### src/rtl/dense_neuron_cell.sv
// rtl/dense_neuron_cell.sv - one dense-layer neuron of a systolic chain with result-chain merge
//
// Purpose:
//   Forwards the (index, value, enable) element stream to the next cell one
//   cycle late and accumulates signed value*weight[index] per input vector.
//   When index WEIGHT_AMOUNT-1 arrives, acc + BIAS is narrowed to DATA_WIDTH
//   and queued in a small result FIFO. The FIFO drains into the result chain
//   only on cycles where no upstream result is passing through.
//
// Optional feature macro:
//   DENSE_NEURON_SATURATE_EN - when defined, the narrowed result saturates to the
//   signed DATA_WIDTH range; otherwise it wraps (low DATA_WIDTH bits).
//
// Ports:
//   clk            in   1              clock, rising edge
//   rst            in   1              synchronous reset, active-high
//   input_index    in   DATA_WIDTH     element index
//   input_value    in   DATA_WIDTH     element value (signed)
//   input_enable   in   1              index/value valid this cycle
//   input_result   in   DATA_WIDTH+1   upstream result {valid, payload}
//   output_index   out  DATA_WIDTH     input_index delayed one cycle
//   output_value   out  DATA_WIDTH     input_value delayed one cycle
//   output_enable  out  1              input_enable delayed one cycle
//   output_result  out  DATA_WIDTH+1   merged result chain {valid, payload}
//   error_flag     out  1              sticky: out-of-range index or FIFO overflow

module dense_neuron_cell #(
    parameter int                                  DATA_WIDTH        = 32,
    parameter int                                  WEIGHT_AMOUNT     = 4,
    parameter int                                  ACC_WIDTH         = 2*DATA_WIDTH+8,
    parameter logic [WEIGHT_AMOUNT*DATA_WIDTH-1:0] WEIGHTS           = '0,
    parameter logic [DATA_WIDTH-1:0]               BIAS              = '0,
    parameter int                                  RESULT_FIFO_DEPTH = 4
) (
    input  logic                  clk,
    input  logic                  rst,
    input  logic [DATA_WIDTH-1:0] input_index,
    input  logic [DATA_WIDTH-1:0] input_value,
    input  logic                  input_enable,
    input  logic [DATA_WIDTH:0]   input_result,
    output logic [DATA_WIDTH-1:0] output_index,
    output logic [DATA_WIDTH-1:0] output_value,
    output logic                  output_enable,
    output logic [DATA_WIDTH:0]   output_result,
    output logic                  error_flag
);

    localparam int PTR_W = (RESULT_FIFO_DEPTH > 1) ? $clog2(RESULT_FIFO_DEPTH) : 1;
    localparam int CNT_W = $clog2(RESULT_FIFO_DEPTH + 1);
    localparam int EXT_W = ACC_WIDTH - DATA_WIDTH;

    localparam logic [PTR_W-1:0] PTR_LAST = PTR_W'(RESULT_FIFO_DEPTH - 1);
    localparam logic [CNT_W-1:0] CNT_FULL = CNT_W'(RESULT_FIFO_DEPTH);

    // ------------------------------------------------------------------
    // State
    // ------------------------------------------------------------------
    logic [ACC_WIDTH-1:0]  acc;
    logic [DATA_WIDTH-1:0] fifo_mem [RESULT_FIFO_DEPTH];
    logic [PTR_W-1:0]      rd_ptr;
    logic [PTR_W-1:0]      wr_ptr;
    logic [CNT_W-1:0]      count;

    // ------------------------------------------------------------------
    // Datapath
    // ------------------------------------------------------------------
    logic                  index_ok;
    logic                  index_first;
    logic                  index_last;
    logic                  accumulate;
    logic                  bad_index;
    logic                  complete;
    logic [DATA_WIDTH-1:0] weight_sel;
    logic [ACC_WIDTH-1:0]  value_ext;
    logic [ACC_WIDTH-1:0]  weight_ext;
    logic [ACC_WIDTH-1:0]  product;
    logic [ACC_WIDTH-1:0]  acc_next;
    logic [DATA_WIDTH-1:0] sum_narrow;

    assign index_ok    = (input_index < DATA_WIDTH'(WEIGHT_AMOUNT));
    assign index_first = (input_index == '0);
    assign index_last  = (input_index == DATA_WIDTH'(WEIGHT_AMOUNT - 1));
    assign accumulate  = input_enable && index_ok;
    assign bad_index   = input_enable && !index_ok;
    assign complete    = accumulate && index_last;

    // Weight lookup: a decoded mux over the constant weight vector, so an
    // out-of-range index simply selects zero (it never accumulates anyway).
    always_comb begin
        weight_sel = '0;
        for (int i = 0; i < WEIGHT_AMOUNT; i++) begin
            if (input_index == DATA_WIDTH'(i)) begin
                weight_sel = WEIGHTS[i*DATA_WIDTH +: DATA_WIDTH];
            end
        end
    end

    // Both operands sign-extended to the accumulator width; the low
    // ACC_WIDTH bits of the product are then exact for signed operands.
    assign value_ext  = {{EXT_W{input_value[DATA_WIDTH-1]}}, input_value};
    assign weight_ext = {{EXT_W{weight_sel[DATA_WIDTH-1]}}, weight_sel};
    assign product    = value_ext * weight_ext;

    // Index 0 restarts the vector, dropping any partial sum.
    assign acc_next = index_first ? product : (acc + product);

`ifdef DENSE_NEURON_SATURATE_EN
    logic [ACC_WIDTH-1:0] bias_ext;
    logic [ACC_WIDTH-1:0] sum;

    assign bias_ext = {{EXT_W{BIAS[DATA_WIDTH-1]}}, BIAS};
    assign sum      = acc_next + bias_ext;

    // The sum fits in DATA_WIDTH exactly when every bit above the narrow
    // sign bit equals the wide sign bit; otherwise clamp toward that sign.
    always_comb begin
        sum_narrow = sum[DATA_WIDTH-1:0];
        if (sum[ACC_WIDTH-1:DATA_WIDTH-1] != {(EXT_W+1){sum[ACC_WIDTH-1]}}) begin
            sum_narrow = sum[ACC_WIDTH-1] ? {1'b1, {(DATA_WIDTH-1){1'b0}}}
                                          : {1'b0, {(DATA_WIDTH-1){1'b1}}};
        end
    end
`else
    // Wrapping result only depends on the low bits of the accumulator.
    assign sum_narrow = acc_next[DATA_WIDTH-1:0] + BIAS;
`endif

    // ------------------------------------------------------------------
    // Result FIFO control
    // ------------------------------------------------------------------
    logic upstream_valid;
    logic fifo_empty;
    logic fifo_full;
    logic pop;
    logic push;
    logic overflow;

    assign upstream_valid = input_result[DATA_WIDTH];
    assign fifo_empty     = (count == '0);
    assign fifo_full      = (count == CNT_FULL);
    // Upstream results own the chain; the queue only drains in gaps.
    assign pop            = !upstream_valid && !fifo_empty;
    // A pop on the same edge frees the slot, so a full queue still accepts.
    assign push           = complete && (!fifo_full || pop);
    assign overflow       = complete && fifo_full && !pop;

    function automatic logic [PTR_W-1:0] ptr_inc(input logic [PTR_W-1:0] p);
        return (p == PTR_LAST) ? '0 : p + 1'b1;
    endfunction

    // ------------------------------------------------------------------
    // Registers
    // ------------------------------------------------------------------
    always_ff @(posedge clk) begin
        if (rst) begin
            output_index  <= '0;
            output_value  <= '0;
            output_enable <= 1'b0;
            output_result <= '0;
            error_flag    <= 1'b0;
            acc           <= '0;
            rd_ptr        <= '0;
            wr_ptr        <= '0;
            count         <= '0;
        end else begin
            output_index  <= input_index;
            output_value  <= input_value;
            output_enable <= input_enable;

            if (accumulate) begin
                acc <= acc_next;
            end

            if (upstream_valid) begin
                output_result <= input_result;
            end else if (pop) begin
                output_result <= {1'b1, fifo_mem[rd_ptr]};
            end else begin
                output_result <= '0;
            end

            if (push) begin
                fifo_mem[wr_ptr] <= sum_narrow;
                wr_ptr           <= ptr_inc(wr_ptr);
            end
            if (pop) begin
                rd_ptr <= ptr_inc(rd_ptr);
            end

            case ({push, pop})
                2'b10:   count <= count + CNT_W'(1);
                2'b01:   count <= count - CNT_W'(1);
                default: count <= count;
            endcase

            if (bad_index || overflow) begin
                error_flag <= 1'b1;
            end
        end
    end

endmodule
### config.mk
export PLATFORM = sky130hd
export DESIGN_NAME = dense_neuron_cell
export DESIGN_NICKNAME = d
export VERILOG_FILES = /design/src/rtl/dense_neuron_cell.sv
export SDC_FILE = /design/constraint.sdc
export NUM_CORES = 1
export LEC_CHECK = 0
export CAP_MARGIN = 30
export CORE_ASPECT_RATIO = 0.7
export CORE_UTILIZATION = 35
export DETAILED_ROUTE_END_ITERATION = 10
export SYNTH_ARGS = -nofsm -noshare
export SYNTH_HDL_FRONTEND = slang
export SYNTH_SLANG_ARGS = --single-unit
export TNS_END_PERCENT = 1
### constraint.sdc
create_clock -name clk -period 8.2 [get_ports clk]
set_input_delay 1.64 -clock clk [delete_from_list [all_inputs] [get_ports clk]]
set_output_delay 1.64 -clock clk [all_outputs]
set_load 0.1 [all_outputs]
### Yosys cells after proc, flatten, opt, wreduce, memory -nomap -nowiden

Memory sizes are Yosys's and may differ from the RTL's. A register that Yosys moved wholly into a read port is not among the register bits.
Index checks and enable logic that the tools add are counted.

* register bits after elaboration: 138
* latch bits: 0
* bits in writable memories: 128
* memory bits (read-only): 0
* input port bits: 100
* output and inout port bits: 99
* memories: 1

* add/subtract/negate cells: 4
* multiply operators: 0
* div/mod/pow operators: 0
* $lt $le $gt $ge: 1
* equal/unequal tests: 6
* shift operators: 0
* mux-type cells: 11
* bitwise logic cells: 0
* reductions and logical operators: 17

Memories
* fifo_mem: words 4, bits a word 32, read ports 1, clocked after memory_dff 1, write ports 1, line 59 `logic [DATA_WIDTH-1:0] fifo_mem [RESULT_FIFO_DEPTH];`

Operators with widths (number)
* $mux 33: 2
* $eq 32x2->1 const B: 1
* $logic_not 32->1: 1
* $lt 32x3->1 const B: 1
* $mux 32: 1
* $mux 2: 4
* $logic_and 1x1->1: 7
* $eq 2x2->1 const B: 3
* $pmux 3 s2: 1
* $logic_not 1->1: 5
* $add 2x1->2 const B: 2
* $add 3x1->3 const B: 1
* $eq 3x3->1 const B: 1
* $logic_not 3->1: 1
* $mux 1: 3
* $sub 3x1->3 const B: 1
* $eq 2x1->1 const B: 1
* $logic_or 1x1->1: 2
* $reduce_bool 2->1: 1

### Longest topological paths before layout

Gate-level depths: netlist of run 1.

* depth after elaboration: 8
* gate-level depth with buffers: 8
* mapped depth without buffers: 8

### Least setup slack after synthesis of run 1

Ideal clock, no wire load.

* kind: in2reg
* start: input port input_index[29]
* end: memory fifo_mem[0][0] (enable)
* arrival time: 3.639 ns
* data required time: 7.808 ns
* setup slack: 4.169 ns
* cell stages on the path: 5
* buffers on the path: 0
* cell sequence: nor4_1 > nand4_1 > nor4_2 > nor2b_1 > and2_1

* cells in the longest elaborated chain, start to end: 7

Ends and longest elaborated chain
* start: declaration: line 37 `input logic [DATA_WIDTH-1:0] input_index,`
* $lt 32x3->1: line 80 `assign index_ok = (input_index < DATA_WIDTH'(WEIGHT_AMOUNT));`
* $logic_and 1x1->1: line 83 `assign accumulate = input_enable && index_ok;`
* $logic_and 1x1->1 *: line 85 `assign complete = accumulate && index_last;`
* $logic_and 1x1->1 *: line 144 `assign push = complete && (!fifo_full || pop);`
* $mux 1 *: line 182 `if (push) begin`
* $mux 1 *: line 155 `if (rst) begin`
* $mux 1 (not written as such) *: line 183 `fifo_mem[wr_ptr] <= sum_narrow;`
* end: declaration: line 59

Every way passes the cells marked *; elsewhere a longest branch is shown, timed or not.

### Final worst setup path of run 1

* start: input port input_index[18]
* end: memory fifo_mem[3][4] (enable)

The elaborated chain is that of the path after synthesis.

==> results of run 1 <==
-- routing by layer --
metal | track usage, % | vias up
met5 | 0 | -
met3 | 3.10 | 26
li1 | - | 2507
met1 | 19.5 | 2528
met2 | 23.2 | 163
met4 | 3.54 | 0
-- power breakdown --
part,total (mW),internal (mW),switching (mW)
sequential,1.44,1.43,0.0186
clock,1.26,0.779,0.480
combinational,0.619,0.242,0.377
-- worst paths after layout --
path	from	end	slack, ns	cells past startpoint
worst max register to register	count[0]	count[2]	5.76	8
worst max-delay path	input_index[18]	fifo_mem[3][4]	3.80	6
worst min-delay path	acc[20]	acc[20]	0.45	1
worst min register to register	acc[20]	acc[20]	0.45	1
-- kinds of logic after synthesis --
family          after synthesis
compound gates               41
fa+ha+maj                     6
flops                       268
mux                          37
buf+inv                      36
simple gates                200
-- through the flow --
stage	instances	instance area (um2)	power [mW]
final	1133	12400	3.32
after detailed placement	1084	11400	2.09
after global placement	1083	11400	2.08
after global routing	1133	12400	3.44
after floorplan	588	9100	1.91
after CTS	1132	12400	3.35
-- flip-flops by register name (all words and copies together), names as in the netlist, named ones only --
signal,flops
output_index,32
acc,32
output_enable,1
error_flag,1
wr_ptr,2
count,3
output_value,32
output_result,33
fifo_mem,128
rd_ptr,2
-- layout by cell type (no fill, tap or decap), types with 3 or more instances in the layout --
master,synthesis,routed
a21oi_1,5,4
buf_4,0,5
and2_1,36,32
nor2_1,41,40
nor3_1,3,3
nor2b_1,100,100
and2_2,0,4
edfxtp_1,128,128
a22oi_1,32,32
mux4_2,32,32
mux2i_1,3,3
nand2_1,4,4
ha_1,5,5
nor4_1,5,5
inv_1,4,4
clkdlybuf4s50_1,0,196
clkbuf_8,0,4
clkinv_1,0,3
nor4_2,4,3
clkbuf_16,0,28
clkbuf_1,28,3
bufinv_16,0,4
clkinv_2,0,6
dfxtp_1,140,138
-- cell type report --
| cell class | instances | area share [%] |
|---|---|---|
| flip-flops and latches | 268 | 53.6 |
| multi-input cells | 284 | 18.9 |
| repair buffers | 204 | 16.6 |
| clock buffers | 35 | 6.19 |
| well taps | 325 | 3.28 |
| clock inverters | 13 | 1.30 |
| inverters | 4 | 0.121 |
==> results.md, run 1 <==
* Routed wire per std cell at ~17 um
* Remaining DRCs at 0
* Crit-path slowest cell: and2_2
* Hold Violations, Final at 0
* Multi-input gate area at between 2000 and 2500 um2
* Top cells by count, synth: 140 x dfxtp_1, 128 x edfxtp_1, 100 x nor2b_1
* Main area contributors after synthesis: edfxtp_1 42%, dfxtp_1 31%, mux4_2 7.9%, nor2b_1 6.9%, a22oi_1 2.6%
* Root Driver: clkbuf_16
* N_diodes at 0
* Register bit count reported by yosys at 268
* Die width at roughly 190 um
* CTS Sinks at between 200 and 300
* Filler Cells Inserted at ~2,100
* Yosys top cell area share at 42.2%
* Min Tclk post-route at roughly 4.4 ns
* Static Leak at 4.31 nW
* Max Cap Violations at 0
* Worst hold path type: register to register
* Slew at the pin with the worst max-slew slack at between 1 and 1.5 ns
* Initial drt markers at 283
* Pwr dens at between 200 and 300 nW/um2
* Syn nets at slightly below 700
* Number of buffers and inverters on the critical path at 1
* Main flop type after synthesis: dfxtp_1
* Total grt overflow at 0
* Post-synthesis compound-gate area fraction at 3.28%
* Final Util at about 49%
* Core area at 25,100 um2
* CP Capture Type: register
* Final setup viols at 0
* Worst skew pair latency at 0.52 ns
* DR WL met3 at ~1100 um
* Worst vdd ir at between 0.15 and 0.2 mV
* Post-synthesis simple-gate area fraction at between 10% and 20%
* Required @ worst endpoint at 8.33 ns
* Max clock buf depth at 3
* Post-synthesis mux area share at 8.53%
* Worst setup margin at 3.80 ns
* Post-route setup TNS at 0 ns
* Worst-path cell chain: clkdlybuf4s50_1 > nor4_1 > nand4_1 > nor4_2 > nor2b_1 > and2_2
* First drt pass iteration count at 4
* Status: complete, no violations
* Vias in the first global route at 5,369
* RSZ-0062 raised after global routing: false
* Unique masters post-synth at 30
* Max Freq at around 230 MHz
* # hold bufs at CTS at 0
* Kind of critical path: input pin to register
* Setup WS pre-CTS at 3.26 ns
* CP delay by family, top: simple AND/OR/NAND/NOR gates
* Most frequent cell after synthesis: dfxtp_1
* Global-route usage over all layers at between 10 and 15%
* Yosys warnings at 0
* Min Hold Slack at around 0.45 ns
* Num CTS Buffers at 26
* Nets at 894
* Seq. cell area at between 6000 and 7000 um2
* Yosys top cell by area: edfxtp_1
* CP max stage delay at just under 0.8 ns
* Largest net degree at the start of global routing at 87
* Layout cells sized above 1 at between 10% and 20%
* WL met2 at about 9100 um
* Initial antenna violation count at 0
* DR top layer: met4
* WP data arrival at approximately 4.5 ns
* Post-detail-place hpwl at approximately 12,000 um
* H-tree depth at 1
* Cell Area, Synth at between 9000 and 10,000 um2
* Via count at about 5,200
* CP max FO at 32
* Port buffer count at between 150 and 200
* First-pass GRT wire length at about 30,000 um
* Placer Congestion at between 0.7 and 0.8
* Total wire length at just under 20,000 um
* Initial Utilization at a little over a third
* Total setup buffers inserted after CTS at 0
* Slew headroom at between 30% and 40%
* CTS clock-pin slew for the worst setup and hold paths at roughly 0.060 ns
* Antenna-violating nets left at 0
* Sequential fraction of the synthesis area at 73.0%
* Met1 wire length at 8910 um
* Num ports at slightly below 200
* Slew Viols, Final at 0
* Die Y at around 140 um
* Cells after Synth at ~600
* Startpoint Class: input pin
* Syn avg cell area at roughly 15 um2
* Tcrit/Tclk final at 53.6%
* DR vias/cell at ~4.6
* Number of enable flip-flop cells after synthesis at around 130
* Die area at 26,700 um2
* Post-synth ARST share at 0%
* # resized after CTS at 0
* Synth Area in XOR/XNOR at 0%
* Area Overhead vs Synth at 36.1%
* Post-Synth Adder-Cell Area at less than 1%
* Worst clock skew at approximately 0.014 ns
* CTS tree: built
* Main combinational cell family by area after synthesis: simple AND/OR/NAND/NOR gates
* Row cnt at 48
Power figures use the tool's default switching activity.
==> run 2: changes to the inputs <==
clock period = 3.85 ns   (was 8.2 ns; I/O delays follow)
==> run 2 against run 1 <==
Net effect:
- final cell count is 0.53% higher
- critical endpoint is now count[2]
- total power is 110% higher
- critical path depth is 2 higher
- combinational power is 100% higher
- critical path type unchanged
- first-iteration DRC count is 14% lower
- count of clock-buffer cells in the layout stayed put
- sequential cell count stayed put
- largest power group unchanged
- worst setup slack worse by 3.1 ns
- hold slack worse by 0.00067 ns
- register-to-register slack worse by 4.1 ns
- highest routed layer unchanged
==> results.md, run 2 (synthesis results as in run 1) <==
* Startpoint Class: input pin
* Placer Congestion at between 0.8 and 0.9
* Antenna-violating nets left at 0
* Total setup buffers inserted after CTS at 0
* H-tree depth at 1
* Crit-path slowest cell: nor4_1
* Placement Cell Area at 11,500 um2
* Setup WS pre-CTS at around 0.16 ns
* Die Y at between 100 and 150 um
* Nets at 900
* Worst Setup SP: input_index[18]
* Static Leak at 4.30 nW
* Vias in the first global route at about 5,400
* CTS tree: built
* Total Power at ~6.9 mW
* Worst setup margin at about 0.69 ns
* Initial Utilization at 36.3%
* Slew Viols, Final at 0
* Worst clock skew at approximately 0.0076 ns
* Pwr dens at around 550 nW/um2
* Initial drt markers at 243
* Worst skew pair latency at between 0.5 and 0.6 ns
* Row cnt at between 40 and 50
* Combinational fraction of design power at 18.2%
* First-pass GRT wire length at about 30,000 um
* Min Hold Slack at approximately 0.45 ns
* CP max FO at 5
* Worst-path cell chain: clkdlybuf4s50_1 > nor4_1 > nand4_1 > o31ai_1 > inv_1 > fa_1 > o22a_1 > mux2_4
* CP max stage delay at about 0.48 ns
* Required @ worst endpoint at approximately 4.3 ns
* Layout cells sized above 1 at 12.2%
* Tcrit/Tclk final at slightly above 80%
* Sequential power share at between 40% and 50%
* CP Capture Type: register
* Num ports at approximately 200
* Post-route setup TNS at 0 ns
* Final setup viols at 0
* Max FFs per register at between 100 and 150
* Largest regs: fifo_mem x128, output_result x33
* Final instance area at ~12,000 um2
* Max Freq at ~320 MHz
* DR vias/cell at around 4.6
* Die area at 26,700 um2
* Sw frac at a little over a quarter
* CTS clock-pin slew for the worst setup and hold paths at 0.06 ns
* N_diodes at 0
* Switching power at between 1.5 and 2 mW
* Remaining DRCs at 0
* Worst hold path type: register to register
* Num CTS Buffers at 26
* Most frequent cells in the layout: 196 x clkdlybuf4s50_1, 138 x dfxtp_1, 128 x edfxtp_1
* Root Driver: clkbuf_16
* Global-route usage over all layers at about 14%
* Hold Startpoint: acc[9]
* Largest net degree at the start of global routing at slightly below 80
* Initial antenna violation count at 0
* Filler Cells Inserted at roughly 2,100
* # hold bufs at CTS at 0
* CTS Sinks at 268
* Worst vdd ir at 0.359 mV
* Via count at between 5,000 and 6,000
* WP data arrival at around 3.6 ns
* Largest reg by FF count: fifo_mem
* # resized after CTS at 0
* Kind of critical path: input pin to register
* RSZ-0062 raised after global routing: false
* Area Overhead vs Synth at 36.2%
* Slew at the pin with the worst max-slew slack at 1.01 ns
* Post-detail-place hpwl at around 13,000 um
* Port buffer count at slightly below 200
* Max Cap Violations at 0
* Core area at 25,100 um2
* Total wire length at roughly 20,000 um
* Int Pwr at between 5 and 6 mW
* First drt pass iteration count at 4
* CP delay by family, top: simple AND/OR/NAND/NOR gates
* Status: complete, no violations
* Total grt overflow at 0
* Min Tclk post-route at between 3 and 4 ns
* Routed wire per std cell at between 15 and 20 um
* Most common cell after layout, fill and taps aside: clkdlybuf4s50_1
* Slew headroom at approximately a third
* Number of buffers and inverters on the critical path at 2
* Die width at between 150 and 200 um
* Clock share of power at between 30 and 40%
* Max clock buf depth at 3
* Reg2Reg Setup Slack at 1.66 ns
* Hold Violations, Final at 0
==> run 2: cell types whose count changed in the layout (fill, tap and decap cells not counted), sizes merged <==
cell      change
clkinvlp      +2
bufinv        -2
buf           +6
==> run 2: path summary, 6_finish.rpt <==
path         cells after the start           endpoint
min                              1             acc[9]
max reg2reg                      4  output_result[29]
max                              8           count[2]
min reg2reg                      1             acc[9]
==> run 2: final cells by class <==
class | count | area (um2) | share of cell area [%]
clock buffers | 35 | 729 | 5.88
clock inverters | 13 | 119 | 0.959
inverters | 4 | 15.0 | 0.121
multi-input cells | 284 | 2340 | 18.9
flip-flops and latches | 268 | 6650 | 53.6
well taps | 325 | 407 | 3.28
repair buffers | 210 | 2130 | 17.2
==> run 2: routing by layer <==
metal  vias to the layer above  GRT usage, %  part of all wire (%)
li1                       2514             -                     -
met1                      2501          19.8                    45
met2                       141          23.9                    48
met3                        30          2.91                   5.4
met4                         0          3.32                   1.7
met5                         -             0                     0
==> run 2: stage by stage <==
stage / utilization [%] / instances
2_1_floorplan: - / 588
3_3_place_gp: 45.9 / 1090
3_5_place_dp: 46.0 / 1091
4_1_cts: 49.4 / 1139
5_1_grt: 49.4 / 1139
6_report: 49.4 / 1139
==> run 2: power by group through the flow <==
stage / Clock, mW / Combinational [mW] / Sequential, mW
floorplan: 0 / 0.513 / 3.55
detailed placement: 0 / 1.26 / 3.19
global placement: 0 / 1.25 / 3.18
CTS: 2.57 / 1.27 / 3.13
finish: 2.50 / 1.25 / 3.12
global route: 2.70 / 1.31 / 3.14
==> run 2: worst reg2reg max path: cells and delay by family, from the launching register on <==
family          cells  cell delay (ns)
compound gates      1             0.18
simple gates        1             0.05
flops               1             0.78
buf+inv             1             0.44
mux                 1             0.60
==> run 3: changes to the inputs <==
clock period = 3.08 ns   (was 3.85 ns; I/O delays follow)
==> run 3 against run 2 <==
Net effect:
- clock skew grew 0.0033 ns
- final cell count is 1.2% higher
- hold slack worse by 0.014 ns
- design area decreased by 0.61%
- count of clock-buffer cells in the layout rose by 9
- total power is 26% higher
- first-iteration DRC count increased by 37%
- combinational power rose by 26%
- sequential power rose by 25%
- non-clock buffer count rose by 13
- register-to-register slack got worse by 0.66 ns
- critical path type unchanged
- critical endpoint is now fifo_mem[0][20]
==> results.md, run 3 (synthesis results as in run 1) <==
* Worst-path cell chain: clkdlybuf4s50_1 > nor4_1 > buf_4 > nand4_1 > nor4_2 > nor2b_1 > and2_2 > buf_12
* CTS Sinks at around 270
* Critical R2R Launch: count[0]
* Antenna-violating nets left at 0
* Root Driver: clkbuf_16
* Post-detail-place hpwl at ~14,000 um
* Worst flop-to-flop path endpoint: count[2]
* Hold Path Cell Cnt at 2
* Sequential power share at 45.1%
* Startpoint Class: input pin
* # hold bufs at CTS at 0
* CP max FO at 17
* Reg2Reg Setup Slack at 1.00 ns
* Crit-path slowest cell: nor4_2
* RSZ-0062 raised after global routing: false
* Int Pwr at between 6 and 7 mW
* Initial drt markers at 332
* Hold Startpoint: rst
* First-pass GRT wire length at roughly 31,000 um
* Required @ worst endpoint at roughly 3.3 ns
* Num CTS Buffers at 27
* Setup WS pre-CTS at -0.200 ns
* Max Cap Violations at 0
* H-tree depth at 1
* Row cnt at 48
* Met1 Use GR at around 20%
* Sw frac at 26.9%
* Routed wire per std cell at between 15 and 20 um
* Worst hold path type: input pin to register
* Worst vdd ir at between 0.4 and 0.5 mV
* Hold Violations, Final at 0
* DR vias/cell at around 4.6
* Die width at slightly below 200 um
* Initial Utilization at around 36%
* Hold Crit Endpoint: output_result[22]
* GRT busiest layer: met2
* Worst clock skew at about 0.011 ns
* Status: complete, no violations
* Total wire length at 19,900 um
* Num ports at 199
* Kind of critical path: input pin to register
* CP delay by family, top: simple AND/OR/NAND/NOR gates
* CP Capture Type: register
* Most common cell after layout, fill and taps aside: dfxtp_1
* Core area at 25,100 um2
* Slew headroom at approximately 40%
* Total setup buffers inserted after CTS at 0
* Combinational fraction of design power at 18.2%
* Number of buffers and inverters on the critical path at 3
* Met2 Use GR at approximately a quarter
* CTS clock-pin slew for the worst setup and hold paths at approximately 0.06 ns
* Worst Setup SP: input_index[18]
* Max Freq at approximately 360 MHz
* Max FFs per register at 128
* Min Hold Slack at about 0.43 ns
* Slew Viols, Final at 0
* Initial antenna violation count at 0
* Nets at slightly above 900
* Largest reg by FF count: fifo_mem
* Most frequent cells in the layout: 138 x dfxtp_1, 128 x edfxtp_1, 116 x buf_4
* Global-route usage over all layers at roughly 15%
* Remaining DRCs at 0
* Port buffer count at 198
* Max clock buf depth at 3
* Final setup viols at 0
* Pwr dens at about 700 nW/um2
* N_diodes at 0
* CP max stage delay at ~0.49 ns
* Min Tclk post-route at approximately 2.8 ns
* Vias in the first global route at about 5,600
* Grt met3 use at around 3.1%
* Largest regs: fifo_mem x128, output_result x33
* Layout cells sized above 1 at ~26%
* First drt pass iteration count at 4
* Worst R2R Path Depth at 7
* Largest net degree at the start of global routing at 57
* Clock share of power at about 37%
* # resized after CTS at 0
* Total Power at around 8.6 mW
* Slew at the pin with the worst max-slew slack at about 0.91 ns
* Switching power at about 2.3 mW
* CTS tree: built
* Total grt overflow at 0
* Die Y at 137 um
* Worst setup margin at 0.319 ns
* Static Leak at ~4.5 nW
* Placer Congestion at just under 0.8
* Area Overhead vs Synth at 35.3%
* Worst skew pair latency at approximately 0.52 ns
* Tcrit/Tclk final at 89.7%
* Die area at 26,700 um2
* Via count at roughly 5,300
* WP data arrival at 2.98 ns
[run 3: changes by cell type in the layout (fill, tap and decap cells not counted)]
cell,delta
buf_16,-1
clkbuf_4,-1
clkbuf_8,+5
clkdlybuf4s50_1,-99
clkbuf_1,+3
buf_4,+108
clkinvlp_4,-2
clkbuf_16,+2
bufinv_16,-2
clkinv_1,-4
buf_12,+5
[run 3: layout make-up]
class                   instances  area (um2)
fillers                      2132       12800
flip-flops and latches        268        6650
multi-input cells             284        2340
repair buffers                223        2030
clock buffers                  44         852
well taps                     325         407
clock inverters                 5        28.8
inverters                       4        15.0
[run 3: through the flow]
| step | TNS (ns) | instance area (um2) | cells | utilization [%] |
|---|---|---|---|---|
| 2_1_floorplan | 0 | 9100 | 588 | - |
| 3_3_place_gp | -29.85 | 11400 | 1104 | 45.6 |
| 3_5_place_dp | -23.33 | 11400 | 1104 | 45.6 |
| 4_1_cts | 0 | 12300 | 1153 | 49.1 |
| 5_1_grt | 0 | 12300 | 1153 | 49.1 |
| 6_report | 0 | 12300 | 1153 | 49.1 |
[run 3: worst max-delay path by stage]
stage	endpoint	slack, ns	cells after the start
floorplan	fifo_mem[0][0]	0.07	5
global placement	fifo_mem[1][12]	-0.24	8
detailed placement	fifo_mem[0][15]	-0.20	8
CTS	fifo_mem[0][10]	0.30	8
global route	fifo_mem[0][10]	0.12	8
finish	fifo_mem[0][20]	0.32	8
[run 3: routing by layer]
layer	vias up	routed length, um
met5	-	0
met3	28	1220
met2	160	9200
met4	0	306
li1	2549	-
met1	2575	9230
[run 3: power by group through the flow]
stage                     Combinational [mW]  Clock [mW]  Sequential (mW)
after floorplan                        0.641           0             4.44
after global placement                  1.58           0             3.97
after detailed placement                1.59           0             3.98
after CTS                               1.59        3.26             3.90
after global routing                    1.65        3.41             3.91
final                                   1.57        3.16             3.90
